<file path="src/rtl/inst_queue.sv">
// Instruction queue between fetch and decode: circular FIFO of fetched words plus prediction metadata.
// Optional macro IQ_BYPASS_EN lets an instruction reach decode in the same cycle when the queue is empty.
module inst_queue #(
    parameter int DEPTH     = 16,
    parameter int BHT_IDX_W = 8
) (
    input  logic                     clk,
    input  logic                     rst,
    input  logic                     flush,
    input  logic                     enq_valid,
    output logic                     enq_ready,
    input  logic [31:0]              enq_pc,
    input  logic [31:0]              enq_inst,
    input  logic [BHT_IDX_W-1:0]     enq_bht_idx,
    input  logic                     enq_pred_taken,
    input  logic [31:0]              enq_pred_target,
    output logic                     iq_valid,
    input  logic                     iq_ready,
    output logic [31:0]              iq_pc,
    output logic [31:0]              iq_inst,
    output logic [BHT_IDX_W-1:0]     iq_bht_idx,
    output logic                     iq_pred_taken,
    output logic [31:0]              iq_pred_target,
    output logic [$clog2(DEPTH):0]   count,
    output logic                     full,
    output logic                     empty
);

    localparam int AW = $clog2(DEPTH);
    localparam int PW = AW + 1;

    typedef struct packed {
        logic [31:0]          pc;
        logic [31:0]          inst;
        logic [BHT_IDX_W-1:0] bht_idx;
        logic                 pred_taken;
        logic [31:0]          pred_target;
    } entry_t;

    entry_t        mem [DEPTH];
    logic [PW-1:0] head_ptr;
    logic [PW-1:0] tail_ptr;
    entry_t        enq_ent;
    entry_t        head_ent;
    entry_t        out_ent;
    logic          enq_fire;
    logic          deq_fire;

    assign empty     = (head_ptr == tail_ptr);
    assign full      = (head_ptr[AW] != tail_ptr[AW]) && (head_ptr[AW-1:0] == tail_ptr[AW-1:0]);
    assign count     = tail_ptr - head_ptr;
    // Depends only on stored state, so a bypass path cannot form a loop through iq_ready.
    assign enq_ready = !full;

    always_comb begin
        enq_ent.pc          = enq_pc;
        enq_ent.inst        = enq_inst;
        enq_ent.bht_idx     = enq_bht_idx;
        enq_ent.pred_taken  = enq_pred_taken;
        enq_ent.pred_target = enq_pred_target;
    end

    assign head_ent = mem[head_ptr[AW-1:0]];

`ifdef IQ_BYPASS_EN
    logic bypass;
    logic bypass_pass;

    assign bypass      = empty && enq_valid && !flush;
    assign bypass_pass = bypass && iq_ready;
    assign iq_valid    = (!empty || enq_valid) && !flush;
    assign out_ent     = bypass ? enq_ent : head_ent;
    // A word handed straight to decode is never written.
    assign enq_fire    = enq_valid && enq_ready && !flush && !bypass_pass;
    assign deq_fire    = iq_valid && iq_ready && !empty;
`else
    assign iq_valid    = !empty && !flush;
    assign out_ent     = head_ent;
    assign enq_fire    = enq_valid && enq_ready && !flush;
    assign deq_fire    = iq_valid && iq_ready;
`endif

    assign iq_pc          = out_ent.pc;
    assign iq_inst        = out_ent.inst;
    assign iq_bht_idx     = out_ent.bht_idx;
    assign iq_pred_taken  = out_ent.pred_taken;
    assign iq_pred_target = out_ent.pred_target;

    always_ff @(posedge clk) begin
        if (rst || flush) begin
            head_ptr <= '0;
            tail_ptr <= '0;
        end else begin
            if (enq_fire) tail_ptr <= tail_ptr + PW'(1);
            if (deq_fire) head_ptr <= head_ptr + PW'(1);
        end
    end

    always_ff @(posedge clk) begin
        if (rst) begin
            for (int i = 0; i < DEPTH; i++) mem[i] <= '0;
        end else if (enq_fire) begin
            mem[tail_ptr[AW-1:0]] <= enq_ent;
        end
    end

endmodule

</file>
<file path="config.mk">
export PLATFORM = sky130hd
export DESIGN_NAME = inst_queue
export DESIGN_NICKNAME = d
export VERILOG_FILES = /design/src/rtl/inst_queue.sv
export SDC_FILE = /design/constraint.sdc
export NUM_CORES = 2
export LEC_CHECK = 0
export CAP_MARGIN = 40
export CORE_MARGIN = 4
export CORE_UTILIZATION = 50
export CTS_BUF_LIST = sky130_fd_sc_hd__clkbuf_8
export DETAILED_ROUTE_END_ITERATION = 8
export MAX_ROUTING_LAYER = met4
export PLACE_DENSITY = 0.73
export SYNTH_ARGS = -nofsm -noshare
export SYNTH_HDL_FRONTEND = slang
export SYNTH_SLANG_ARGS = --single-unit
</file>
<file path="constraint.sdc">
create_clock -name clk -period 7.1 [get_ports clk]
set_input_delay 1.775 -clock clk [delete_from_list [all_inputs] [get_ports clk]]
set_output_delay 1.775 -clock clk [all_outputs]
set_load 0.03 [all_outputs]
</file>
Yosys cells after proc, flatten, opt, wreduce, memory -nomap -nowiden
Memory sizes are Yosys's and may differ from the RTL's. A register that Yosys moved wholly into a read port is not among the register bits.
Cells that the tools add are included.
{"block": "totals", "register_bits": 10, "latchBits": 0, "ram_bits": 1680, "rom_bits": 0, "in_bits": 110, "out_inout_bits": 114, "wordCells": 29, "memories": 1}
{"name": "mem", "depth": 16, "word_bits": 105, "rd": 1, "rd_clocked_by_memory_dff": 1, "wr": 16, "line": "40", "source": "entry_t mem [DEPTH];"}
{"block": "op_classes", "n_addsub": 3, "n_mul": 0, "div_mod_pow": 0, "magnitude_cmp": 0, "eq_ne": 3, "n_shift": 0, "muxes": 10, "bitwise_logic": 0, "reduce_logical": 10}
{"op": "two-way mux 105 bit", "n": 1}
{"op": "OR reduction 105 bit", "n": 1}
{"op": "two-way mux 4 bit", "n": 3}
{"op": "adder 5 x 1 -> 5 bit (second input constant)", "n": 2}
{"op": "two-way mux 1 bit", "n": 6}
{"op": "== test 5 bit", "n": 1}
{"op": "logical AND 1 bit", "n": 5}
{"op": "subtractor 5 bit", "n": 1}
{"op": "== test 4 bit", "n": 1}
{"op": "zero test 1 bit", "n": 3}
{"op": "logical OR 1 bit", "n": 1}
{"op": "!= test 1 bit", "n": 1}

Logic depth before layout (Yosys ltp)
{"block": "depth", "ltp_word": 10, "depth_mapped": 8, "depth_no_buf": 7}

Worst setup path before layout
Ideal clock, no wire load.
{"block": "synth_timing", "kind": "input port to flip-flop", "startpoint": "in enq_valid", "endpoint": "mem mem[10][0] (netlist bit), enable pin", "setup_time_ps": 591, "t_arrival_ps": 6983, "required_time_ps": 6509, "slack_ps": -474, "path_stages": 4, "n_path_buf": 0, "path_cell_list": "inv_1 > nor2_1 > nand2_1 > o21bai_1"}
{"element": "from (decl)", "line": "10", "source": "input logic enq_valid,"}
{"element": "to (decl)", "line": "40"}

==> results.json <==
{
  "cts_setup_buffers": 0,
  "path_max_fanout": 34,
  "syn_area_sq_um": 72400,
  "instances_no_fill": 7377,
  "coreArea_sq_um": 144000,
  "cp-start-kind": "flip-flop",
  "cts_tree": "done",
  "cp_slowest_cell": "clkdlybuf4s50_1",
  "syn_inst": 5013,
  "insertion_delay_ps": 970,
  "crit_required_ps": 5330,
  "place_hpwl_mm": 108,
  "ir_worst_vdd_v": 0.000158,
  "rsz0062_at_grt": "no",
  "avgRoutedWirePerCell_microns": 27.3,
  "core.rowCount": 139,
  "period_needed_ps": 5870,
  "worst_slew_pin_slew_ps": 1260,
  "cts_root_buf": "clkbuf_8",
  "postRouteAntennaNets": 0,
  "crit_chain": "nor2b_4 -> buf_4 -> buf_4 -> a22oi_1 -> nand2_1 -> clkdlybuf4s50_1",
  "holdPathStages": 2,
  "drive_above_1_share_pct": 16.3,
  "die-height_microns": 389,
  "postCtsHoldBufs": 0,
  "hold-path-endpoint": "head_ptr[3]",
  "grt_overflow": 0,
  "ys_seq_area_share_pct": 70.0,
  "track_usage_pct": 27.6,
  "setup_viol": 0,
  "yosysWarnings": 0,
  "final_common_cell": "nor2_1",
  "critical_path_class": "flip-flop to output port",
  "synth_edf_count": 1680,
  "drc_errors": 0,
  "drv_cap": 0,
  "cts_sinks": 1694,
  "synth_fp_nets": 5133,
  "syn_area_per_cell_sq_um": 14.5,
  "rr_endpoint": "mem[14][86]",
  "hp-class": "flip-flop to flip-flop",
  "synth_flop_cell": "edfxtp_1",
  "hold_violations": 0,
  "crit_top_cell": "buf_4",
  "end_kind": "output port",
  "layout.nets": 5386,
  "finalInstanceArea_sq_um": 82200,
  "rrSetupSlack_ps": 3210,
  "io_pins": 224,
  "place.gp.congestion": 0.793,
  "maxSlewViolCount": 0,
  "arrival_ps": 4100,
  "ys_types": 32,
  "power_w": 0.0204,
  "cts_buffer_depth": 4,
  "wirelength_mm": 201,
  "syn2layout_area_growth_pct": 13.5,
  "p_leak_nw": 27.3,
  "viasPerCell": 6.10,
  "dieWidth_microns": 389,
  "powerDensity_nw_per_um2": 249,
  "cts_buffers": 290,
  "dp.cells": 6877,
  "synthArstFlopShare_pct": 0,
  "clk_pin_slew_worst_paths_ps": 60,
  "h-tree-depth": 5,
  "initial_core_util_pct": 50.4,
  "portBuffers": 223,
  "ys_ff_latch": 1694,
  "place_area_sq_um": 77300,
  "cts-resized-gates": 0,
  "skew_ps": 51.9,
  "worstReg2RegStart": "tail_ptr[0]",
  "first_pass_iters": 6,
  "vias": 45001,
  "min_from": "head_ptr[3]",
  "dieArea_sq_um": 151000,
  "grt_start_max_net_pins": 189,
  "mostFrequentLayoutCells": "1692 x nor2_1, 1680 x edfxtp_1, 535 x nand2_1",
  "holdWs_ps": 569,
  "slowest_delay_ps": 730,
  "fin_crit_sh_pct": 82.7,
  "fillCellCount": 11027,
  "antenna_found_initial": 19,
  "reg2reg_depth": 7,
  "drt_iter0_markers": 6349,
  "slew_headroom_pct": 16.3,
  "status": "complete, no violations",
  "finalCoreUtilization_pct": 57.2,
  "grt_pass1_wl_mm": 298,
  "grt_pass1_vias": 46176,
  "fmax_mhz": 170
}
==> where the power goes <==
| group | switching (W) | internal, W | total [W] |
|---|---|---|---|
| Clock | 0.00382 | 0.00392 | 0.00774 |
| Sequential | 0.000101 | 0.0113 | 0.0114 |
| Combinational | 0.000847 | 0.000433 | 0.00128 |
| Total | 0.00477 | 0.0157 | 0.0204 |
==> worst max-delay path: cells and delay by family (launching register included) <==
family | cells | cell delay (ps)
buffers and inverters | 3 | 1900
and+or+nand+nor | 2 | 500
AOI/OAI and AO/OA | 1 | 210
DFF | 1 | 470
==> cells in the mapped netlist (2+ instances only) <==
library cell  number  area, sq um
dfxtp_1           14          280
buf_1              9         33.8
edfxtp_1        1680        50400
or2_2              2         12.5
o21bai_1          15          113
nand3_1            5         25.0
a21oi_1            5         25.0
or3_1              2         12.5
a21o_1             2         15.0
clkbuf_1         150          563
inv_1             11         41.3
mux4_2           420         9460
a211oi_1           2         15.0
nor2_1          1693         6350
nor2b_1            4         25.0
xor2_1             3         26.3
o21ai_0            3         15.0
ha_1               9          113
a22oi_1          210         1580
xnor2_1            8         70.1
buf_2            218         1090
nand2_1          538         2020
==> registers in the layout (all words and copies together), names as in the netlist, named ones only <==
| signal | cells |
|---|---|
| mem | 1680 |
| tail_ptr | 5 |
| head_ptr | 5 |
==> per-stage QoR <==
stage                     setup slack (ps)  TNS [ps]
after floorplan                       -474   -700580
after global placement                2130         0
after detailed placement              2160         0
after CTS                             1130         0
after global routing                   992         0
final                                 1230         0
==> cells by family (layout without fill, tap and decap cells) <==
family / count (synthesis) / in the layout / share of synthesized area [%]
xor+xnor: 11 / 11 / 0.133
fa+ha+maj: 10 / 10 / 0.183
compound gates: 241 / 241 / 2.50
flops: 1694 / 1694 / 70.0
buf+inv: 388 / 833 / 2.39
simple gates: 2248 / 2248 / 11.7
mux: 421 / 421 / 13.1
other cells: 0 / 16 / 0
==> how the worst max path moves through the flow <==
stage / start / end / slack [ps]
after floorplan: enq_valid / mem[10][0] / -470
after global placement: flush / iq_valid / 2130
after detailed placement: flush / iq_valid / 2160
after CTS: flip-flop / iq_pred_target[15] / 1130
after global routing: flip-flop / iq_pc[23] / 990
final: flip-flop / iq_inst[5] / 1230
==> routing by layer <==
layer  track usage, %  vias to the layer above  wire length (microns)
met5                -                        -                      0
met4             8.67                        0                   5660
met3             6.10                      442                  26600
met2             41.7                     3106                  94800
met1             37.9                    22544                  74300
li1                 -                    18909                      -
==> area by class of cell <==
cell class | instances | area (sq um) | share of cell area, %
well taps | 1903 | 2380 | 2.90
flip-flops and latches | 1694 | 50700 | 61.7
clock buffers | 296 | 4070 | 4.95
clock inverters | 188 | 822 | 1.00
diodes | 16 | 40.0 | 0.0487
repair buffers | 338 | 3860 | 4.70
inverters | 11 | 41.3 | 0.0502
multi-input cells | 2931 | 20300 | 24.6
No activity file was read; power rests on OpenSTA's default activity.
